--- config.mk ---
export PLATFORM = sky130hd
export DESIGN_NAME = pipe_stage_register
export DESIGN_NICKNAME = d
export VERILOG_FILES = /design/src/rtl/pipe_stage_register.sv
export SDC_FILE = /design/constraint.sdc
export NUM_CORES = 1
export LEC_CHECK = 0
export ABC_AREA = 1
export CAP_MARGIN = 30
export CORE_MARGIN = 4
export CORE_UTILIZATION = 40
export CTS_CLUSTER_SIZE = 40
export DETAILED_ROUTE_END_ITERATION = 6
export GPL_TIMING_DRIVEN = 0
export HOLD_SLACK_MARGIN = 0.12
export PLACE_DENSITY = 0.67
export SLEW_MARGIN = 20
export SYNTH_ARGS = -nofsm -noshare
export SYNTH_HDL_FRONTEND = slang
export SYNTH_SLANG_ARGS = --single-unit
export TNS_END_PERCENT = 5
--- constraint.sdc ---
create_clock -name clk -period 4.52 [get_ports clk]
set_clock_uncertainty 0.15 [all_clocks]
set_input_delay 0.452 -clock clk [delete_from_list [all_inputs] [get_ports clk]]
set_output_delay 0.452 -clock clk [all_outputs]
set_load 0.03 [all_outputs]
--- src/rtl/pipe_stage_register.sv ---
// Elastic pipeline stage register: one control field plus one data field,
// valid/ready handshake with a one-entry skid buffer, synchronous flush,
// bubble insertion on the control field, occupancy reporting and a
// saturating stall counter for performance monitoring.
module pipe_stage_register #(
  parameter int                    CTRL_WIDTH = 16,
  parameter int                    DATA_WIDTH = 128,
  parameter logic [CTRL_WIDTH-1:0] NOP_CTRL   = {CTRL_WIDTH{1'b0}},
  parameter int                    CNT_WIDTH  = 16
) (
  input  logic                  clk,
  input  logic                  reset,
  input  logic                  in_valid,
  output logic                  in_ready,
  input  logic [CTRL_WIDTH-1:0] in_ctrl,
  input  logic [DATA_WIDTH-1:0] in_data,
  input  logic                  flush,
  output logic                  out_valid,
  input  logic                  out_ready,
  output logic [CTRL_WIDTH-1:0] out_ctrl,
  output logic [DATA_WIDTH-1:0] out_data,
  output logic [1:0]            occupancy,
  output logic [CNT_WIDTH-1:0]  stall_count
);

  localparam logic [CNT_WIDTH-1:0] CntMax = {CNT_WIDTH{1'b1}};

  logic                  mainValidQ, mainValidD;
  logic                  skidValidQ, skidValidD;
  logic [CTRL_WIDTH-1:0] mainCtrlQ,  mainCtrlD;
  logic [CTRL_WIDTH-1:0] skidCtrlQ,  skidCtrlD;
  logic [DATA_WIDTH-1:0] mainDataQ,  mainDataD;
  logic [DATA_WIDTH-1:0] skidDataQ,  skidDataD;
  logic [CNT_WIDTH-1:0]  stallCountQ, stallCountD;

  logic accept;
  logic drain;

  // Ready depends only on registered state, so out_ready never reaches in_ready.
  assign in_ready    = !skidValidQ;
  assign out_valid   = mainValidQ;
  assign out_ctrl    = mainValidQ ? mainCtrlQ : NOP_CTRL;
  assign out_data    = mainDataQ;
  assign occupancy   = {1'b0, mainValidQ} + {1'b0, skidValidQ};
  assign stall_count = stallCountQ;

  assign accept = in_valid && !skidValidQ;
  assign drain  = mainValidQ && out_ready;

  // Next-state selection for main/skid entries; flush wins over every handshake.
  always_comb begin
    mainValidD = mainValidQ;
    skidValidD = skidValidQ;
    mainCtrlD  = mainCtrlQ;
    skidCtrlD  = skidCtrlQ;
    mainDataD  = mainDataQ;
    skidDataD  = skidDataQ;
    if (flush) begin
      mainValidD = 1'b0;
      skidValidD = 1'b0;
      mainCtrlD  = NOP_CTRL;
      skidCtrlD  = NOP_CTRL;
    end else if (!mainValidQ) begin
      if (accept) begin
        mainValidD = 1'b1;
        mainCtrlD  = in_ctrl;
        mainDataD  = in_data;
      end
    end else if (drain) begin
      if (skidValidQ) begin
        mainCtrlD  = skidCtrlQ;
        mainDataD  = skidDataQ;
        skidValidD = 1'b0;
      end else if (accept) begin
        mainCtrlD  = in_ctrl;
        mainDataD  = in_data;
      end else begin
        mainValidD = 1'b0;
      end
    end else if (accept) begin
      skidValidD = 1'b1;
      skidCtrlD  = in_ctrl;
      skidDataD  = in_data;
    end
  end

  // Stall counter counts cycles the downstream refuses a valid entry and sticks at max.
  always_comb begin
    stallCountD = stallCountQ;
    if (mainValidQ && !out_ready && (stallCountQ != CntMax)) begin
      stallCountD = stallCountQ + 1'b1;
    end
  end

  // State registers; reset empties the stage immediately and clears the counter.
  always_ff @(posedge clk or negedge reset) begin
    if (!reset) begin
      mainValidQ  <= 1'b0;
      skidValidQ  <= 1'b0;
      mainCtrlQ   <= NOP_CTRL;
      skidCtrlQ   <= NOP_CTRL;
      mainDataQ   <= '0;
      skidDataQ   <= '0;
      stallCountQ <= '0;
    end else begin
      mainValidQ  <= mainValidD;
      skidValidQ  <= skidValidD;
      mainCtrlQ   <= mainCtrlD;
      skidCtrlQ   <= skidCtrlD;
      mainDataQ   <= mainDataD;
      skidDataQ   <= skidDataD;
      stallCountQ <= stallCountD;
    end
  end

endmodule

==> flow_metrics.env <==
export IMPL_fin_area_um2=18100
export IMPL_ios=313
export IMPL_worst_pin_slew_ps=782
export IMPL_routedWlPerCell_um=17.1
export IMPL_ctsHoldBuffers=1
export IMPL_rr_endpoint="out_data[17]$_DFFE_PN0P_"
export IMPL_layout_drive_gt1_share_pct=7.17
export IMPL_clk_pin_slew_ps=60
export IMPL_worstSetupEndpointType="output pin"
export IMPL_yosysWarningCount=0
export IMPL_slew_headroom_pct=47.9
export IMPL_r2r_setup_slack_ps=2190
export IMPL_setup_tns_ps=0
export IMPL_post_route_util_pct=55.7
export IMPL_synth_async_reset_ratio_pct=100
export IMPL_slew_viol_final=0
export IMPL_port_buffers=312
export IMPL_maxCapViolations=0
export IMPL_busiest_layer="met2"
export IMPL_cts_sinks=306
export IMPL_layout_worst_path_cycle_share_pct=64.3
export IMPL_rsz0062_at_grt="no"
export IMPL_fin_crit_ps=2910
export IMPL_cts_tree="done"
export IMPL_ys_ff_latch=306
export IMPL_setup_viol=0
export IMPL_yosysSeqAreaShare_pct=58.2
export IMPL_ctsResizeCount=0
export IMPL_drc=0
export IMPL_die_area_um2=35900
export IMPL_crit_chain="buf_4 -> clkbuf_1 -> nand2_1 -> inv_1 -> clkdlybuf4s50_1"
export IMPL_antenna_found_initial=4
export IMPL_timing_rr_start="out_valid$_DFF_PN0_"
export IMPL_final_cell_mix="nand2_1, clkdlybuf4s50_1, dfrtp_1"
export IMPL_slowest_stage="clkdlybuf4s50_1"
export IMPL_met2_usage_pct=33.9
export IMPL_root_buffer="clkbuf_16"
export IMPL_antenna_left=0
export IMPL_synth_cell_type_count=24
export IMPL_die_height_um=189
export IMPL_hp_class="reg2reg"
export IMPL_met3_usage_pct=5.75
export IMPL_vias=11538
export IMPL_grt_pass1_vias=11848
export IMPL_grt_overflow=0
export IMPL_drtIter0Drc=728
export IMPL_arrival_ps=2310
export IMPL_outcome="completed"
export IMPL_gr_usage_met1_pct=29.1
export IMPL_drt_first_pass_iters=7
export IMPL_rows=66
export IMPL_grt_start_max_net_pins=84
export IMPL_ys_flop_type="dfrtp_1"
export IMPL_worstPathRequired_ps=3920
export IMPL_yosysTopAreaCellShare_pct=58.2
export IMPL_layout_commonest_cell="nand2_1"
export IMPL_critPathKind="reg2out"
export IMPL_synth_edf_count=0
export IMPL_critPathMaxFanout=10
export IMPL_hold_viol=0
export IMPL_ir_drop_uv=337
export IMPL_synthTopCellsByArea="dfrtp_1, nand2_1, a22oi_1, o22ai_1, inv_1"
export IMPL_nets=1969
export IMPL_avgSynthCellArea_um2=8.98
export IMPL_vias_per_cell=5.05
export IMPL_total_power_w=0.00855
export IMPL_leakage_nw=8.89
export IMPL_cts_max_level=2
export IMPL_postSynthNetCount=1616
export IMPL_cts_max_path_buffers=3
export IMPL_die_x_um=189
export IMPL_start_kind="flop"
export IMPL_cts_made_buffers=35
export IMPL_whs_path_depth=2
export IMPL_synthToLayoutAreaGrowth_pct=37.7
export IMPL_netlist_area_um2=13200
export IMPL_cpPeakStageDelay_ps=660
export IMPL_worstRegToRegCells=6
export IMPL_fmax_ghz=0.344
export IMPL_placed_area_um2=16900
export IMPL_p_per_area_nw_per_um2=472
export IMPL_postCtsSetupRepairBufs=0
export IMPL_insertion_delay_ps=490
export IMPL_routed_wl_mm=39.1
export IMPL_synthCells=1465
export IMPL_worstHoldEndpoint="skidDataQ[107]$_DFFE_PN0P_"
export IMPL_core_region_area_um2=32500
export IMPL_groute_usage_overall_pct=21.4
export IMPL_grt_pass1_wl_mm=62.8
export IMPL_gp_congestion=0.829
export IMPL_timing_hold_ws_ps=321
export IMPL_holdCritStartpoint="skidDataQ[107]$_DFFE_PN0P_"
export IMPL_dp_hpwl_mm=27.3
export IMPL_initial_core_util_pct=40.5
export IMPL_synth_top_cell_by_area="dfrtp_1"
-- worst max path at each step --
stage               depth (start not counted)                          to  slack [ps]                        from
floorplan                                   8  stall_count[0]$_DFFE_PN0P_        2630  stall_count[0]$_DFFE_PN0P_
global placement                            1    out_data[27]$_DFFE_PN0P_      -10530                       reset
detailed placement                          8   out_data[116]$_DFFE_PN0P_        1950                   out_ready
CTS                                         5                 out_ctrl[7]        1570         out_valid$_DFF_PN0_
global route                                5                out_ctrl[14]        1430         out_valid$_DFF_PN0_
finish                                      5                out_ctrl[10]        1610         out_valid$_DFF_PN0_
-- power by group --
group	internal, W	switching [W]	total (W)
Combinational	0.000869	0.00118	0.00205
Clock	0.00179	0.00110	0.00289
Sequential	0.00329	0.000325	0.00361
-- metal layers --
| layer | vias up | share of wire (%) |
|---|---|---|
| met2 | 361 | 46 |
| met1 | 5574 | 44 |
| li1 | 5518 | - |
| met5 | - | 0.095 |
| met4 | 6 | 2.7 |
| met3 | 79 | 7.7 |
-- cell families (layout without fill, tap and decap cells) --
group	count (synthesis)	in the layout	share of synthesized area (%)
compound gates	312	312	16.0
xor+xnor	6	6	0.399
flops	306	306	58.2
fa+ha+maj	2	2	0.190
simple gates	553	553	16.2
buf+inv	286	663	9.07
other cells	0	1	0
-- flip-flops by register name, summed over array words and instances, names as in the netlist --
register and count:
mainCtrlQ 16, stall_count 16, out_data 128, skidDataQ 128, out_valid 1, skidCtrlQ 16
skidValidQ 1
-- critical path, delay by kind of cell, from the launching register on --
family | cells | cell delay, ps
simple gates | 1 | 100
flops | 1 | 420
buf+inv | 4 | 1290
-- cells in the mapped netlist (3+ instances only) --
| cell | count |
|---|---|
| o22ai_1 | 136 |
| buf_1 | 7 |
| nand3_1 | 11 |
| a21oi_1 | 7 |
| xnor2_1 | 6 |
| a22oi_1 | 128 |
| o21ai_0 | 27 |
| dfrtp_1 | 306 |
| buf_2 | 51 |
| nand2_2 | 3 |
| nand2_1 | 506 |
| clkbuf_1 | 23 |
| nor2_1 | 22 |
| inv_2 | 4 |
| o221ai_1 | 12 |
| inv_1 | 187 |
| nand4_1 | 8 |
| buf_4 | 13 |
-- through the flow --
step	cells	worst slack, ps
detailed placement	2222	1950
finish	2285	1610
global route	2285	1430
CTS	2284	1570
floorplan	1465	2630
global placement	2219	-10530
-- final cells by class --
class,count,area (µm²)
fill,2928,14400
sequential,306,7660
multi-input combinational,873,4310
timing repair buffer,316,3220
clock buffer,53,1070
inverter,191,717
tap,442,553
buffer,95,477
clock inverter,8,118
antenna,1,2.50
No activity file was read; power rests on OpenSTA's default activity.
